### src/rtl/imem_fetch_ctrl.sv
// Instruction fetch controller: assembles 32-bit little-endian words from an 8-bit synchronous memory.
// Optional byte loader port and LOAD state are present only when IMEM_LOADER_EN is defined.
module imem_fetch_ctrl #(
   parameter int ADDR_WIDTH = 32,
   parameter int MEM_DEPTH  = 2048,
   parameter int MEM_AW     = $clog2(MEM_DEPTH)
) (
   input  logic                  clk,
   input  logic                  rst,
   input  logic                  fetch_req,
   input  logic [ADDR_WIDTH-1:0] fetch_addr,
   output logic                  fetch_ready,
   output logic                  fetch_valid,
   output logic [31:0]           fetch_instr,
   output logic                  fetch_err,
`ifdef IMEM_LOADER_EN
   input  logic                  load_req,
   input  logic [ADDR_WIDTH-1:0] load_addr,
   input  logic [7:0]            load_data,
   output logic                  load_ack,
`endif
   output logic [MEM_AW-1:0]     mem_addr,
   input  logic [7:0]            mem_rdata,
   output logic                  mem_we,
   output logic [7:0]            mem_wdata
);

   localparam logic [31:0]           NOP_INSTR = 32'h0000_0013;
   localparam logic [ADDR_WIDTH-1:0] LAST_WORD = ADDR_WIDTH'(MEM_DEPTH - 4);

   typedef enum logic [2:0] {
      IDLE,
      ADDR,
      DRAIN,
      RESP
`ifdef IMEM_LOADER_EN
      , LOAD
`endif
   } state_t;

   state_t            state_q, state_d;
   logic [1:0]        cnt_q, cnt_d;
   logic [MEM_AW-1:0] base_q, base_d;
   logic [23:0]       asm_q, asm_d;
   logic [31:0]       instr_q, instr_d;
   logic              err_q, err_d;
   logic              fetch_bad;
   logic              load_pending;

`ifdef IMEM_LOADER_EN
   logic [MEM_AW-1:0] ld_addr_q, ld_addr_d;
   logic [7:0]        ld_data_q, ld_data_d;
   logic              ld_ok_q, ld_ok_d;
   logic              load_oor;

   assign load_pending = load_req;
   assign load_oor     = {1'b0, load_addr} >= (ADDR_WIDTH + 1)'(MEM_DEPTH);
`else
   assign load_pending = 1'b0;
`endif

   // Misaligned or past the last full word: answered immediately without touching memory
   assign fetch_bad = (fetch_addr[1:0] != 2'b00) || (fetch_addr > LAST_WORD);

   always_ff @(posedge clk) begin
      if (rst) begin
         state_q <= IDLE;
         cnt_q   <= '0;
         base_q  <= '0;
         asm_q   <= '0;
         instr_q <= '0;
         err_q   <= 1'b0;
`ifdef IMEM_LOADER_EN
         ld_addr_q <= '0;
         ld_data_q <= '0;
         ld_ok_q   <= 1'b0;
`endif
      end else begin
         state_q <= state_d;
         cnt_q   <= cnt_d;
         base_q  <= base_d;
         asm_q   <= asm_d;
         instr_q <= instr_d;
         err_q   <= err_d;
`ifdef IMEM_LOADER_EN
         ld_addr_q <= ld_addr_d;
         ld_data_q <= ld_data_d;
         ld_ok_q   <= ld_ok_d;
`endif
      end
   end

   always_comb begin
      state_d     = state_q;
      cnt_d       = cnt_q;
      base_d      = base_q;
      asm_d       = asm_q;
      instr_d     = instr_q;
      err_d       = err_q;
      fetch_ready = 1'b0;
      mem_addr    = '0;
      mem_we      = 1'b0;
      mem_wdata   = '0;
`ifdef IMEM_LOADER_EN
      ld_addr_d = ld_addr_q;
      ld_data_d = ld_data_q;
      ld_ok_d   = ld_ok_q;
      load_ack  = 1'b0;
`endif

      case (state_q)
         IDLE: begin
            fetch_ready = !load_pending;
`ifdef IMEM_LOADER_EN
            if (load_req) begin
               state_d   = LOAD;
               ld_addr_d = load_addr[MEM_AW-1:0];
               ld_data_d = load_data;
               ld_ok_d   = !load_oor;
            end else
`endif
            if (fetch_req) begin
               if (fetch_bad) begin
                  state_d = RESP;
                  instr_d = NOP_INSTR;
                  err_d   = 1'b1;
               end else begin
                  state_d = ADDR;
                  cnt_d   = 2'd0;
                  base_d  = fetch_addr[MEM_AW-1:0];
               end
            end
         end

         ADDR: begin
            mem_addr = base_q + MEM_AW'(cnt_q);
            // Read data lags its address by one cycle, so cnt_q==k delivers byte k-1
            for (int k = 0; k < 3; k++) begin
               if (cnt_q == 2'(k + 1)) begin
                  asm_d[8*k +: 8] = mem_rdata;
               end
            end
            cnt_d = cnt_q + 2'd1;
            if (cnt_q == 2'd3) begin
               state_d = DRAIN;
            end
         end

         DRAIN: begin
            instr_d = {mem_rdata, asm_q};
            err_d   = 1'b0;
            state_d = RESP;
         end

         RESP: begin
            state_d = IDLE;
         end

`ifdef IMEM_LOADER_EN
         LOAD: begin
            mem_addr  = ld_addr_q;
            mem_we    = ld_ok_q;
            mem_wdata = ld_data_q;
            load_ack  = 1'b1;
            state_d   = IDLE;
         end
`endif

         default: begin
            state_d = IDLE;
         end
      endcase
   end

   assign fetch_valid = (state_q == RESP);
   assign fetch_instr = instr_q;
   assign fetch_err   = err_q;

endmodule

### config.mk
export PLATFORM = sky130hd
export DESIGN_NAME = imem_fetch_ctrl
export DESIGN_NICKNAME = d
export VERILOG_FILES = /design/src/rtl/imem_fetch_ctrl.sv
export SDC_FILE = /design/constraint.sdc
export NUM_CORES = 1
export LEC_CHECK = 0
export BUFFER_PORTS_ARGS = -buffer_cell sky130_fd_sc_hd__buf_2
export CAP_MARGIN = 20
export CELL_PAD_IN_SITES_DETAIL_PLACEMENT = 2
export CELL_PAD_IN_SITES_GLOBAL_PLACEMENT = 2
export CORE_MARGIN = 3
export CORE_UTILIZATION = 27
export DETAILED_ROUTE_END_ITERATION = 6
export PLACE_DENSITY = 0.77
export SLEW_MARGIN = 20
export SYNTH_ARGS = -nofsm -noshare
export SYNTH_HDL_FRONTEND = slang
export SYNTH_SLANG_ARGS = --single-unit
### constraint.sdc
create_clock -name clk -period 1.65 [get_ports clk]
set_input_delay 0.0825 -clock clk [delete_from_list [all_inputs] [get_ports clk]]
set_output_delay 0.0825 -clock clk [all_outputs]
set_load 0.02 [all_outputs]
# Word-level counts from Yosys, hierarchy flattened
# Cells that the tools add are included.
[word_totals] reg_bits=73 inputBits=43
[classes] n_addsub=2 magnitude_cmp=1 n_eq_ne=10 muxes=15 n_bitwise=1 n_reduce_logical=12
[op_table] operator="$mux W32" n=2
[op_table] operator="$pmux W32 S2" n=1
[op_table] operator="$gt A32 B11 Y1 const B" n=1
[op_table] operator="$add A11 B2 Y11" n=1
[op_table] operator="$mux W11" n=1
[op_table] operator="$pmux W3 S3" n=1
[op_table] operator="$reduce_and A3 Y1" n=3
[op_table] operator="$ne A2 B2 Y1 const B" n=4
[op_table] operator="$reduce_and A2 Y1" n=4
[op_table] operator="$eq A3 B2 Y1 const B" n=2
[op_table] operator="$mux W2" n=3
[op_table] operator="$mux W3" n=2
[op_table] operator="$reduce_bool A2 Y1" n=3
[op_table] operator="$eq A2 B2 Y1 const B" n=2
[op_table] operator="$pmux W2 S2" n=1
[op_table] operator="$eq A3 B1 Y1 const B" n=1
[op_table] operator="$logic_not A3 Y1" n=1
[op_table] operator="$mux W1" n=3
[op_table] operator="$add A2 B1 Y2 const B" n=1
[op_table] operator="$eq A2 B1 Y1 const B" n=1
[op_table] operator="$pmux W1 S2" n=1
[op_table] operator="$logic_or A1 B1 Y1" n=1
[op_table] operator="$not A1 Y1" n=1

# Longest topological paths before layout
[logic_depth] ltp_word=5 mapped_depth=7

# Worst setup path after synthesis
# No wires, ideal clock.
[synth_path] path_type="register to register" start="register state_q[0]" end="register err_q (netlist: fetch_err)" setup_ns=0.123 t_arrival_ns=1.887 t_required_ns=1.527 path_slack_ns=-0.360 path_stages_with_launch=8 n_path_buf=2 period_less_slack_ns=2.010 cell_sequence="dfxtp_1 > inv_1 > ha_1 > clkbuf_1 > nand3_1 > o221ai_4 > buf_8 > mux2_1"
[synth_between] elab_chain_len=3 elab_cells_between_ends=7 classes_between="eq/ne: 3; mux: 1; reduce/logical: 3"
[synth_lines] element="start, declared" line_no="41" rtl="state_t state_q, state_d;"
[synth_lines] element="start signal, assigned" line_no="79" rtl="state_q <= state_d;"
[synth_lines] element="$eq A3 B2 Y1 or $logic_not A3 Y1 (tied branches)" line_no="111" rtl="case (state_q)"
[synth_lines] element="$reduce_bool A2 Y1 (no source line) or $ne A2 B2 Y1 (tied branches)"
[synth_lines] element="$reduce_and A3 Y1 (no source line)"
[synth_lines] element="end signal, assigned" line_no="84" rtl="err_q <= err_d;"
[synth_lines] element="end, declared" line_no="46" rtl="logic err_q, err_d;"
# Several ways; a longest one is shown, not always the timed one.
# A chain may end at the register's enable or synchronous reset.

# Worst setup path in the final report
[layout_path] start="register base_q[0]" end="output port mem_addr[6]"
[layout_between] elab_chain_len=2
[layout_lines] element="start, declared" line_no="43" rtl="logic [MEM_AW-1:0] base_q, base_d;"
[layout_lines] element="start signal, assigned" line_no="81" rtl="base_q <= base_d;"
[layout_lines] element="$add A11 B2 Y11" line_no="136" rtl="mem_addr = base_q + MEM_AW'(cnt_q);"
[layout_lines] element="$mux W11" line_no="111"
[layout_lines] element="end, declared" line_no="22" rtl="output logic [MEM_AW-1:0] mem_addr,"
# No other way between the ends.

==> qor.json <==
{
  "outcome": {
    "outcome": "finished, violations left",
    "violated_checks": "negative setup slack"
  },
  "global_route": {
    "grt_max_degree": 48,
    "global_route_wire_length_before_repair_um": 17900,
    "grt_overflow_total": 0,
    "antenna_found_initial": 0,
    "via_count_of_the_first_global_routing_pass": 3563,
    "grt_use_total": 0.159
  },
  "floorplan": {
    "placementRows": 40,
    "initial_utilization": 0.281,
    "fp.dieW_um": 118,
    "design.core.area_sq_mm": 0.0122,
    "area_of_the_die_sq_mm": 0.0140,
    "ioPinCount": 98,
    "die_y_um": 118
  },
  "route": {
    "detail_route.wirelength_um": 11200,
    "number_of_drc_markers_in_iteration_0": 107,
    "num_vias": 3239,
    "post_drt_wl_per_cell_um": 16.6,
    "drt-vias-per-instance": 4.82,
    "drtPass1Iterations": 4,
    "route.antenna.remaining_nets": 0,
    "detail_route.drc_violations": 0
  },
  "logic_synthesis": {
    "synthSimpleGateAreaFrac": 0.242,
    "ys_ff_latch": 72,
    "netlist_instances": 401,
    "cell_taking_the_most_area_after_synthesis": "sky130_fd_sc_hd__dfxtp_1",
    "synth-adder-area-share": 0.0389,
    "synthesis.area_per_instance_sq_um": 8.51,
    "synth_warnings": 0,
    "post-synth-top-area-fraction": 0.422,
    "post_synth_main_area_contributors": "sky130_fd_sc_hd__dfxtp_1 (42%), sky130_fd_sc_hd__nand3_1 (9.8%), sky130_fd_sc_hd__mux2i_1 (8.8%)",
    "mapped_area_sq_mm": 0.00341,
    "seq_area_frac_synth": 0.422,
    "yosys-mux-area-fraction": 0.101,
    "count_of_unique_library_cells_instantiated_by_yosys": 42,
    "combinational_family_with_the_most_area_after_synthesis": "simple AND/OR/NAND/NOR gates",
    "fraction_of_the_mapped_netlist_area_in_compound_gates": 0.0993,
    "post_synth_xor_area_fraction": 0.0205
  },
  "critical_path": {
    "crit_path_end_kind": "primary output",
    "sum_of_buffers_and_inverters_on_the_critical_path": 1,
    "critPathMaxStageDelay_ps": 350,
    "cp_top_family": "simple AND/OR/NAND/NOR gates",
    "timing.critical_path.cells": "ha_4, fa_2, nand2_2, or3_4, a21oi_4, buf_6",
    "crit_path_max_fanout": 4,
    "timing_worst_setup_path_type": "reg2out",
    "worst-endpoint-required_ps": 1570,
    "slowest_cell_on_the_critical_path": "sky130_fd_sc_hd__dfxtp_2",
    "arrival_ps": 1790,
    "timing.critical_path.from_type": "flop"
  },
  "pwr": {
    "netSwitchingPower_mw": 2.07,
    "pwr-share-comb": 0.369,
    "ir_worst_vdd_uv": 514,
    "p_int_mw": 4.03,
    "power.sequential.fraction": 0.319,
    "totalPowerFinal_mw": 6.10,
    "power.static_leakage_nw": 1.90,
    "netSwitchingFraction": 0.340,
    "powerDensity_mw_per_mm2": 1290,
    "pwr-share-clk": 0.313
  },
  "timing": {
    "fmaxAchievable_ghz": 0.535,
    "relSlewSlack": 0.647,
    "report.final.hold_viol_count": 0,
    "min_period_over_period": 1.13,
    "worst-slew-pin-transition_ps": 530,
    "rsz_0062_raised_after_global_routing": "true",
    "fin_skew_ps": 4.31,
    "fin_ws_ps": -219,
    "period_needed_ps": 1870,
    "final_setup_violation_count": 10,
    "report.final.slew_viol_count": 0
  },
  "worst_hold_path": {
    "worst_hold_path_type": "in2reg"
  },
  "final_layout": {
    "post_route_cells_drive_above_1_share": 0.341,
    "finish.utilization": 0.390,
    "design.final.nets": 552,
    "final_common_cell": "sky130_fd_sc_hd__buf_2",
    "antennaDiodeCount": 0,
    "fillerInstances": 1377,
    "syn2layout_area_growth_pct": 38.8,
    "stdcell_count": 672,
    "stdcell_area_sq_mm": 0.00474,
    "final_cell_mix": "sky130_fd_sc_hd__buf_2 (78), sky130_fd_sc_hd__dfxtp_1 (66), sky130_fd_sc_hd__nand3_1 (64)"
  },
  "placed_design": {
    "dp_slack_ps": -77.3,
    "hpwlAfterDp_um": 7650,
    "place_inst": 645,
    "placement.cell_area_sq_mm": 0.00413,
    "portBuffers": 88,
    "routabilityCongestion": 0.725
  },
  "clock_tree": {
    "clockBufferDepth": 2,
    "worstSkewPairLatency_ps": 340,
    "cts.reportedPaths.clkPinSlew_ps": 60,
    "htreeDepth": 3,
    "cts_inserted_buffers": 9,
    "tritoncts_clock_tree": "built",
    "clock_tree.root_cell": "sky130_fd_sc_hd__clkbuf_16",
    "numClockSinks": 72
  },
  "job": {
    "cap_viol_max_count": 0
  }
}
state kept, by name (all words and copies together) (netlist names):
name         flops
asm_q           24
base_q          11
cnt_q            2
fetch_err        1
fetch_instr     32
state_q          2
logic make-up after synthesis:
family / Yosys count
fa+ha+maj: 10
flops: 72
mux: 34
other cells: 1
xor+xnor: 8
simple gates: 167
compound gates: 58
buf+inv: 51
worst paths after layout:
| kind | depth (start not counted) | slack, ps | to | startpoint |
|---|---|---|---|---|
| setup / recovery | 6 | -220 | mem_addr[6] | base_q[0] |
| hold / removal | 3 | 10 | base_q[7] | fetch_addr[7] |
| setup reg to reg | 7 | 110 | fetch_instr[16] | state_q[1] |
| hold reg to reg | 2 | 460 | fetch_instr[10] | fetch_instr[10] |
cell usage after synthesis:
cell type / n
sky130_fd_sc_hd__nand2b_1: 3
sky130_fd_sc_hd__mux2_2: 3
sky130_fd_sc_hd__buf_1: 4
sky130_fd_sc_hd__mux2_1: 1
sky130_fd_sc_hd__nor4_2: 5
sky130_fd_sc_hd__or3_1: 1
sky130_fd_sc_hd__nor4b_1: 1
sky130_fd_sc_hd__nor3b_1: 2
sky130_fd_sc_hd__dfxtp_1: 72
sky130_fd_sc_hd__nor2_1: 13
sky130_fd_sc_hd__o21a_1: 1
sky130_fd_sc_hd__buf_2: 2
sky130_fd_sc_hd__nor4_1: 1
sky130_fd_sc_hd__inv_1: 10
sky130_fd_sc_hd__o21ai_0: 10
sky130_fd_sc_hd__ha_1: 9
sky130_fd_sc_hd__o221ai_4: 1
sky130_fd_sc_hd__xor2_1: 3
sky130_fd_sc_hd__xnor2_1: 5
sky130_fd_sc_hd__mux2i_1: 30
sky130_fd_sc_hd__a21boi_0: 1
sky130_fd_sc_hd__clkinv_1: 1
sky130_fd_sc_hd__a21o_1: 1
sky130_fd_sc_hd__buf_8: 1
sky130_fd_sc_hd__o2111ai_1: 3
sky130_fd_sc_hd__nor2b_1: 4
sky130_fd_sc_hd__and2_1: 2
sky130_fd_sc_hd__a31oi_1: 1
sky130_fd_sc_hd__buf_4: 9
sky130_fd_sc_hd__nand3_1: 67
sky130_fd_sc_hd__nand4_1: 2
sky130_fd_sc_hd__nor3_1: 2
sky130_fd_sc_hd__o41ai_1: 2
sky130_fd_sc_hd__buf_6: 2
sky130_fd_sc_hd__a21oi_1: 38
sky130_fd_sc_hd__nor4bb_1: 1
sky130_fd_sc_hd__and4_1: 2
sky130_fd_sc_hd__nand2_1: 60
sky130_fd_sc_hd__nand4_2: 1
sky130_fd_sc_hd__conb_1: 1
sky130_fd_sc_hd__fa_1: 1
sky130_fd_sc_hd__clkbuf_1: 22
final cells by class:
| cell class | count | area [sq um] | area share |
|---|---|---|---|
| Clock buffer | 13 | 270 | 0.0571 |
| Tap cell | 168 | 210 | 0.0444 |
| Inverter | 11 | 43.8 | 0.00924 |
| Multi-Input combinational cell | 286 | 1920 | 0.406 |
| Clock inverter | 3 | 25.0 | 0.00528 |
| Sequential cell | 72 | 1450 | 0.306 |
| Timing Repair Buffer | 119 | 815 | 0.172 |
power groups by stage:
stage | logic (mW) | clock network [mW] | registers, mW
floorplan | 1.36 | 0 | 2.06
global placement | 1.95 | 0 | 1.97
detailed placement | 2.02 | 0 | 1.98
CTS | 2.10 | 1.96 | 1.94
global route | 2.42 | 2.04 | 1.96
finish | 2.25 | 1.91 | 1.94
routing by layer:
metal | global-route usage | wire, um
met1 | 0.169 | 4690
met2 | 0.300 | 5830
met3 | 0.0517 | 511
met4 | 0.0427 | 146
met5 | 0 | 0
through the flow:
stage                     TNS (ps)  hold slack, ps
after floorplan              -19.9             230
after global placement           0             343
after detailed placement      -582             349
after CTS                    -1550            1.28
after global routing         -2320            1.96
final                        -1520            10.9
timing repair:
action                                  CTS  global route
endpoints found under the setup margin   22            20
pin swaps                                16             7
gates resized for setup                  36            12
gates cloned                              0             1
hold buffers                              4             0
endpoints found under the hold margin     4             0
setup buffers                             4             2
worst min-delay path: stages:
cell and delay [ps]:
sky130_fd_sc_hd__buf_2 100, sky130_fd_sc_hd__nand3_1 60, sky130_fd_sc_hd__a21oi_1 50
No activity file was read; power rests on OpenSTA's default activity.
